**config.mk**
```make
export PLATFORM = sky130hd
export DESIGN_NAME = block_mac_2x2_flat
export DESIGN_NICKNAME = d
export VERILOG_FILES = /design/src/rtl/block_mac_2x2_if.sv /design/src/rtl/block_mac_2x2.sv /design/src/flat_wrapper.sv
export SDC_FILE = /design/constraint.sdc
export NUM_CORES = 2
export LEC_CHECK = 0
export CAP_MARGIN = 20
export CORE_MARGIN = 2
export CORE_UTILIZATION = 30
export CTS_BUF_LIST = sky130_fd_sc_hd__clkbuf_4
export DETAILED_ROUTE_END_ITERATION = 10
export PLACE_DENSITY_LB_ADDON = 0.25
export SLEW_MARGIN = 25
export SYNTH_ARGS = -nofsm -noshare
export SYNTH_HDL_FRONTEND = slang
export SYNTH_SLANG_ARGS = --single-unit
```
**constraint.sdc**
```tcl
create_clock -name clk -period 21.8 [get_ports clk]
set_input_delay 3.27 -clock clk [delete_from_list [all_inputs] [get_ports clk]]
set_output_delay 3.27 -clock clk [all_outputs]
set_load 0.03 [all_outputs]
```
**src/rtl/block_mac_2x2_if.sv**
```systemverilog
// Operand/result bundle between the matmul control unit (master) and the
// 2x2 block MAC engine (slave).
interface block_mac_2x2_if #(
  parameter int data_w = 32
);
  logic              start;
  logic              acc_clr;
  logic [data_w-1:0] a_11, a_12, a_21, a_22;
  logic [data_w-1:0] b_11, b_12, b_21, b_22;
  logic [data_w-1:0] c_11, c_12, c_21, c_22;
  logic              done;
  logic              busy;

  modport master (
    output start, acc_clr, a_11, a_12, a_21, a_22, b_11, b_12, b_21, b_22,
    input  c_11, c_12, c_21, c_22, done, busy
  );

  modport slave (
    input  start, acc_clr, a_11, a_12, a_21, a_22, b_11, b_12, b_21, b_22,
    output c_11, c_12, c_21, c_22, done, busy
  );
endinterface

```
**src/rtl/block_mac_2x2.sv**
```systemverilog
// Sequential 2x2 block multiply-accumulate: C = A*B or C += A*B, using one
// shared multiplier stepped over the eight partial products.
module block_mac_2x2 #(
  parameter int data_w = 32
) (
  input logic            clk,
  input logic            rst,
  block_mac_2x2_if.slave bus
);
  typedef enum logic [1:0] {
    IDLE = 2'b00,
    MUL  = 2'b01,
    DONE = 2'b10
  } state_t;

  state_t            state_r, state_nxt_s;
  logic              load_s;
  logic [2:0]        step_r;
  logic [data_w-1:0] a11_r, a12_r, a21_r, a22_r;
  logic [data_w-1:0] b11_r, b12_r, b21_r, b22_r;
  logic [data_w-1:0] w11_r, w12_r, w21_r, w22_r;
  logic [data_w-1:0] c11_r, c12_r, c21_r, c22_r;
  logic [data_w-1:0] mul_a_s, mul_b_s, prod_s;
  logic              done_r, busy_r;

  // State register
  always_ff @(posedge clk or posedge rst) begin
    if (rst) state_r <= IDLE;
    else     state_r <= state_nxt_s;
  end

  // Next-state logic; DONE accepts a new start exactly like IDLE
  always_comb begin
    state_nxt_s = IDLE;
    load_s      = 1'b0;
    case (state_r)
      IDLE, DONE: begin
        if (bus.start) begin
          load_s      = 1'b1;
          state_nxt_s = MUL;
        end else begin
          state_nxt_s = IDLE;
        end
      end
      MUL: begin
        if (step_r == 3'd7) state_nxt_s = DONE;
        else                state_nxt_s = MUL;
      end
      default: state_nxt_s = IDLE;
    endcase
  end

  // Operand select: step bits {s2,s0} pick A[row][col], {s0,s1} pick B[row][col]
  always_comb begin
    mul_a_s = {data_w{1'b0}};
    mul_b_s = {data_w{1'b0}};
    case ({step_r[2], step_r[0]})
      2'b00:   mul_a_s = a11_r;
      2'b01:   mul_a_s = a12_r;
      2'b10:   mul_a_s = a21_r;
      2'b11:   mul_a_s = a22_r;
      default: mul_a_s = {data_w{1'b0}};
    endcase
    case ({step_r[0], step_r[1]})
      2'b00:   mul_b_s = b11_r;
      2'b01:   mul_b_s = b12_r;
      2'b10:   mul_b_s = b21_r;
      2'b11:   mul_b_s = b22_r;
      default: mul_b_s = {data_w{1'b0}};
    endcase
  end

  // Self-determined width keeps only the low data_w bits of the product
  assign prod_s = mul_a_s * mul_b_s;

  // Datapath: operand latch, accumulation, result commit and status flags
  always_ff @(posedge clk or posedge rst) begin
    if (rst) begin
      step_r <= 3'd0;
      done_r <= 1'b0;
      busy_r <= 1'b0;
      a11_r <= {data_w{1'b0}}; a12_r <= {data_w{1'b0}};
      a21_r <= {data_w{1'b0}}; a22_r <= {data_w{1'b0}};
      b11_r <= {data_w{1'b0}}; b12_r <= {data_w{1'b0}};
      b21_r <= {data_w{1'b0}}; b22_r <= {data_w{1'b0}};
      w11_r <= {data_w{1'b0}}; w12_r <= {data_w{1'b0}};
      w21_r <= {data_w{1'b0}}; w22_r <= {data_w{1'b0}};
      c11_r <= {data_w{1'b0}}; c12_r <= {data_w{1'b0}};
      c21_r <= {data_w{1'b0}}; c22_r <= {data_w{1'b0}};
    end else begin
      done_r <= (state_nxt_s == DONE);
      busy_r <= (state_nxt_s == MUL);
      if (load_s) begin
        step_r <= 3'd0;
        a11_r <= bus.a_11; a12_r <= bus.a_12; a21_r <= bus.a_21; a22_r <= bus.a_22;
        b11_r <= bus.b_11; b12_r <= bus.b_12; b21_r <= bus.b_21; b22_r <= bus.b_22;
        w11_r <= bus.acc_clr ? {data_w{1'b0}} : c11_r;
        w12_r <= bus.acc_clr ? {data_w{1'b0}} : c12_r;
        w21_r <= bus.acc_clr ? {data_w{1'b0}} : c21_r;
        w22_r <= bus.acc_clr ? {data_w{1'b0}} : c22_r;
      end else if (state_r == MUL) begin
        step_r <= step_r + 3'd1;
        case (step_r[2:1])
          2'd0:    w11_r <= w11_r + prod_s;
          2'd1:    w12_r <= w12_r + prod_s;
          2'd2:    w21_r <= w21_r + prod_s;
          2'd3:    w22_r <= w22_r + prod_s;
          default: w11_r <= w11_r;
        endcase
        // Last step feeds w22 directly, so its product is folded in here
        if (step_r == 3'd7) begin
          c11_r <= w11_r;
          c12_r <= w12_r;
          c21_r <= w21_r;
          c22_r <= w22_r + prod_s;
        end
      end
    end
  end

  assign bus.c_11 = c11_r;
  assign bus.c_12 = c12_r;
  assign bus.c_21 = c21_r;
  assign bus.c_22 = c22_r;
  assign bus.done = done_r;
  assign bus.busy = busy_r;
endmodule

```
**src/flat_wrapper.sv**
```systemverilog
// flat-port wrapper written by rule: the top's interface ports become plain ports
module block_mac_2x2_flat 
#(
  parameter int data_w = 32
)
  (clk, rst, bus_start, bus_acc_clr, bus_a_11, bus_a_12, bus_a_21, bus_a_22, bus_b_11, bus_b_12, bus_b_21, bus_b_22, bus_c_11, bus_c_12, bus_c_21, bus_c_22, bus_done, bus_busy);
  block_mac_2x2_if #(.data_w(data_w)) bus_i ();
  input logic clk;
  input logic rst;
  input wire logic [$bits(bus_i.start)-1:0] bus_start;
  input wire logic [$bits(bus_i.acc_clr)-1:0] bus_acc_clr;
  input wire logic [$bits(bus_i.a_11)-1:0] bus_a_11;
  input wire logic [$bits(bus_i.a_12)-1:0] bus_a_12;
  input wire logic [$bits(bus_i.a_21)-1:0] bus_a_21;
  input wire logic [$bits(bus_i.a_22)-1:0] bus_a_22;
  input wire logic [$bits(bus_i.b_11)-1:0] bus_b_11;
  input wire logic [$bits(bus_i.b_12)-1:0] bus_b_12;
  input wire logic [$bits(bus_i.b_21)-1:0] bus_b_21;
  input wire logic [$bits(bus_i.b_22)-1:0] bus_b_22;
  output wire logic [$bits(bus_i.c_11)-1:0] bus_c_11;
  output wire logic [$bits(bus_i.c_12)-1:0] bus_c_12;
  output wire logic [$bits(bus_i.c_21)-1:0] bus_c_21;
  output wire logic [$bits(bus_i.c_22)-1:0] bus_c_22;
  output wire logic [$bits(bus_i.done)-1:0] bus_done;
  output wire logic [$bits(bus_i.busy)-1:0] bus_busy;
  assign bus_i.start = bus_start;
  assign bus_i.acc_clr = bus_acc_clr;
  assign bus_i.a_11 = bus_a_11;
  assign bus_i.a_12 = bus_a_12;
  assign bus_i.a_21 = bus_a_21;
  assign bus_i.a_22 = bus_a_22;
  assign bus_i.b_11 = bus_b_11;
  assign bus_i.b_12 = bus_b_12;
  assign bus_i.b_21 = bus_b_21;
  assign bus_i.b_22 = bus_b_22;
  assign bus_c_11 = bus_i.c_11;
  assign bus_c_12 = bus_i.c_12;
  assign bus_c_21 = bus_i.c_21;
  assign bus_c_22 = bus_i.c_22;
  assign bus_done = bus_i.done;
  assign bus_busy = bus_i.busy;
  block_mac_2x2 #(.data_w(data_w)) u_core (.clk(clk), .rst(rst), .bus(bus_i));
endmodule
```
==> run metrics <==
number of CTS-inserted buffers 149; antenna violations before repair 14; Placer Congestion 0.8941; post_cts resized 0; crit path DAT 12.57 ns; largest net degree at the start of global routing 206; count of different cell masters after synthesis 81; later-pin clock latency in the skew report 1.10 ns; critical path's slowest cell mux2i_4; most area-hungry cell type in the Yosys netlist dfrtp_1; syn nets 5754; reg2reg setup slack 10.17 ns; Final Slew Violations 0; critical path class reg -> reg; num rows 139; drt pass-1 iters 7; Seq cells post-synth 519; outcome complete, no violations; IO Port Bufs 389; fmax 85.96 MHz; Post-DP HPWL 110900 um; cell mode on critical path ha_1; Post-CTS Setup Bufs 0; Tightest Hold Check Type reg -> reg; Slew Limit Headroom 0.2640; hold buffers post-CTS 0; Mapped Area 43150 um2; clk sink count 519; Post-synth EDFFs 0; Initial DRC Count 2555; worst-path fanout max 50; CP peak stage delay 0.76 ns; GR Layer Usage met2 0.3144; worst r2r dst u_core.w21_r[30]; GRT Overall Usage 0.1987; share of flip-flops with an asynchronous set or reset 1.000; Cells after Synth 4823; Initial Util 0.3015; Most Crowded Layer GR met2; Routed Antenna Nets 0; Synth area leaders dfrtp_1 (30%), fa_1 (19%), nand2_1 (10%); utilization after layout 0.3573; dominant synthesized flop cell dfrtp_1; Least-Margin Pin Slew 1.104 ns; Final Cycle Share 0.5336; vias in the first global route 36120; CTS tree yes; clock slew at reported path FFs 0.07 ns; share of layout cells above drive strength 1 0.09568; worst r2r src u_core.step_r[1]; nets 6134; global route overflow 0; setup TNS 0 ns; final hold vios 0; post-synthesis sequential area ratio 0.3010; I/O pin count 390; Synth top area share 0.3010; Via-to-Cell Ratio 4.892; Final min period 11.63 ns; Ys Warns 0; clock buffer depth 3; worst r2r path cells 39; skew final 0.09995 ns; Die Y-Extent 383.3 um; DIE AREA 146900 um2; Avg Inst Size Synth 8.947 um2; grt met1 use 0.2699; Setup Viol. Count Final 0; Hold EP u_core.a12_r[8]; RSZ-0062 raised after global routing no; met3 track demand over resource 0.04259; DR vias 35390; Worst Path Required 22.74 ns; root buffer selected by CTS clkbuf_4; total wire length 147100 um; Startpoint Class flop; hold depth 2; Layout Area Growth over Synthesis 18.52%; Core Footprint 143100 um2; Setup crit end kind flop; H-Tree Depth 4; residual DRC count 0; max-capacitance violation count 0; global-route wire length before repair 222200 um; Avg WL per Cell 20.33 um; hold path start u_core.a12_r[8]; DIE WIDTH 383.3 um
## kinds of logic (layout without fill, tap and decap cells)
logic type | count (synthesis) | in the layout | synth area share
compound gates | 785 | 785 | 0.1116
xor+xnor | 188 | 188 | 0.03926
fa+ha+maj | 671 | 671 | 0.2662
buf+inv | 689 | 1186 | 0.06219
flops | 519 | 519 | 0.3010
mux | 184 | 184 | 0.05138
other cells | 0 | 10 | 0
simple gates | 1787 | 1787 | 0.1684
## Yosys cell counts, types with 8 or more instances
library cell,instances
mux4_2,15
and2_1,28
o31ai_1,9
xor2_1,64
nor3_1,28
o21a_1,27
mux2_2,119
clkbuf_1,194
and3_1,8
buf_2,11
ha_1,259
xnor2_1,121
o21ai_0,147
mux2i_1,42
nor2b_1,40
a21oi_1,335
a32oi_1,11
a22oi_1,18
a31oi_1,26
dfrtp_1,519
nor2_1,375
inv_1,465
fa_1,412
a211oi_1,12
a21o_1,74
nand3b_1,35
a31o_2,14
o21bai_1,28
a222oi_1,14
nand3_1,29
nand2_1,1186
nand2b_1,28
## how the worst max path moves through the flow
stage / to / cells past startpoint / startpoint / slack, ns
4_1_cts: u_core.w21_r[30] / 38 / u_core.step_r[1] / 10.21
5_1_grt: u_core.w21_r[30] / 39 / u_core.step_r[1] / 9.39
2_1_floorplan: u_core.a11_r[0] / 1 / rst / 4.03
3_3_place_gp: u_core.w21_r[30] / 38 / u_core.step_r[1] / 10.25
6_report: u_core.w21_r[30] / 39 / u_core.step_r[1] / 10.17
3_5_place_dp: u_core.w21_r[30] / 38 / u_core.step_r[1] / 10.26
## area by class of cell
cell class,count,area (um2)
tap,1903,2381
sequential,519,12990
clock buffer,222,1667
multi-input combinational,3615,27630
fill,14770,91990
clock inverter,46,304.0
inverter,468,1765
antenna,10,25.02
timing repair buffer,450,4375
## stage by stage
| stage | instance area [um2] | cells | setup WS, ns | hold slack [ns] |
|---|---|---|---|---|
| 6_report | 51140 | 7233 | 10.17 | 0.4678 |
| 5_1_grt | 51130 | 7227 | 9.395 | 0.4899 |
| 4_1_cts | 51100 | 7223 | 10.21 | 0.4610 |
| 3_5_place_dp | 49130 | 6955 | 10.26 | 0.4565 |
| 2_1_floorplan | 43150 | 4823 | 4.032 | 0.4401 |
| 3_3_place_gp | 49120 | 6955 | 10.25 | 0.4526 |
## cell usage in the layout, fill, tap and decap left out, types with 119 or more instances in the layout
master / Yosys / layout
a21oi_1: 335 / 333
clkbuf_4: 0 / 222
clkdlybuf4s50_1: 0 / 388
dfrtp_1: 519 / 517
fa_1: 412 / 412
ha_1: 259 / 259
inv_1: 465 / 464
mux2_2: 119 / 119
nand2_1: 1186 / 1185
nor2_1: 375 / 374
o21ai_0: 147 / 144
## per-layer routing
layer	vias to the layer above	wire, um
met5	-	92
met4	14	3862
met3	206	10060
met2	1011	68500
met1	17690	64540
li1	16470	-
## critical path, delay by kind of cell (launching register included)
kind / cells / cell delay [ns]
adders and majority gates: 11 / 4.28
buffers and inverters: 6 / 1.11
xor gates and xnor gates: 1 / 0.08
AOI/OAI and AO/OA: 16 / 4.26
and+or+nand+nor: 4 / 0.41
muxes: 1 / 0.76
DFF: 1 / 0.50
Power is not shown: default switching activity piles up to over one toggle a cycle in this logic, so the estimate is an artifact.
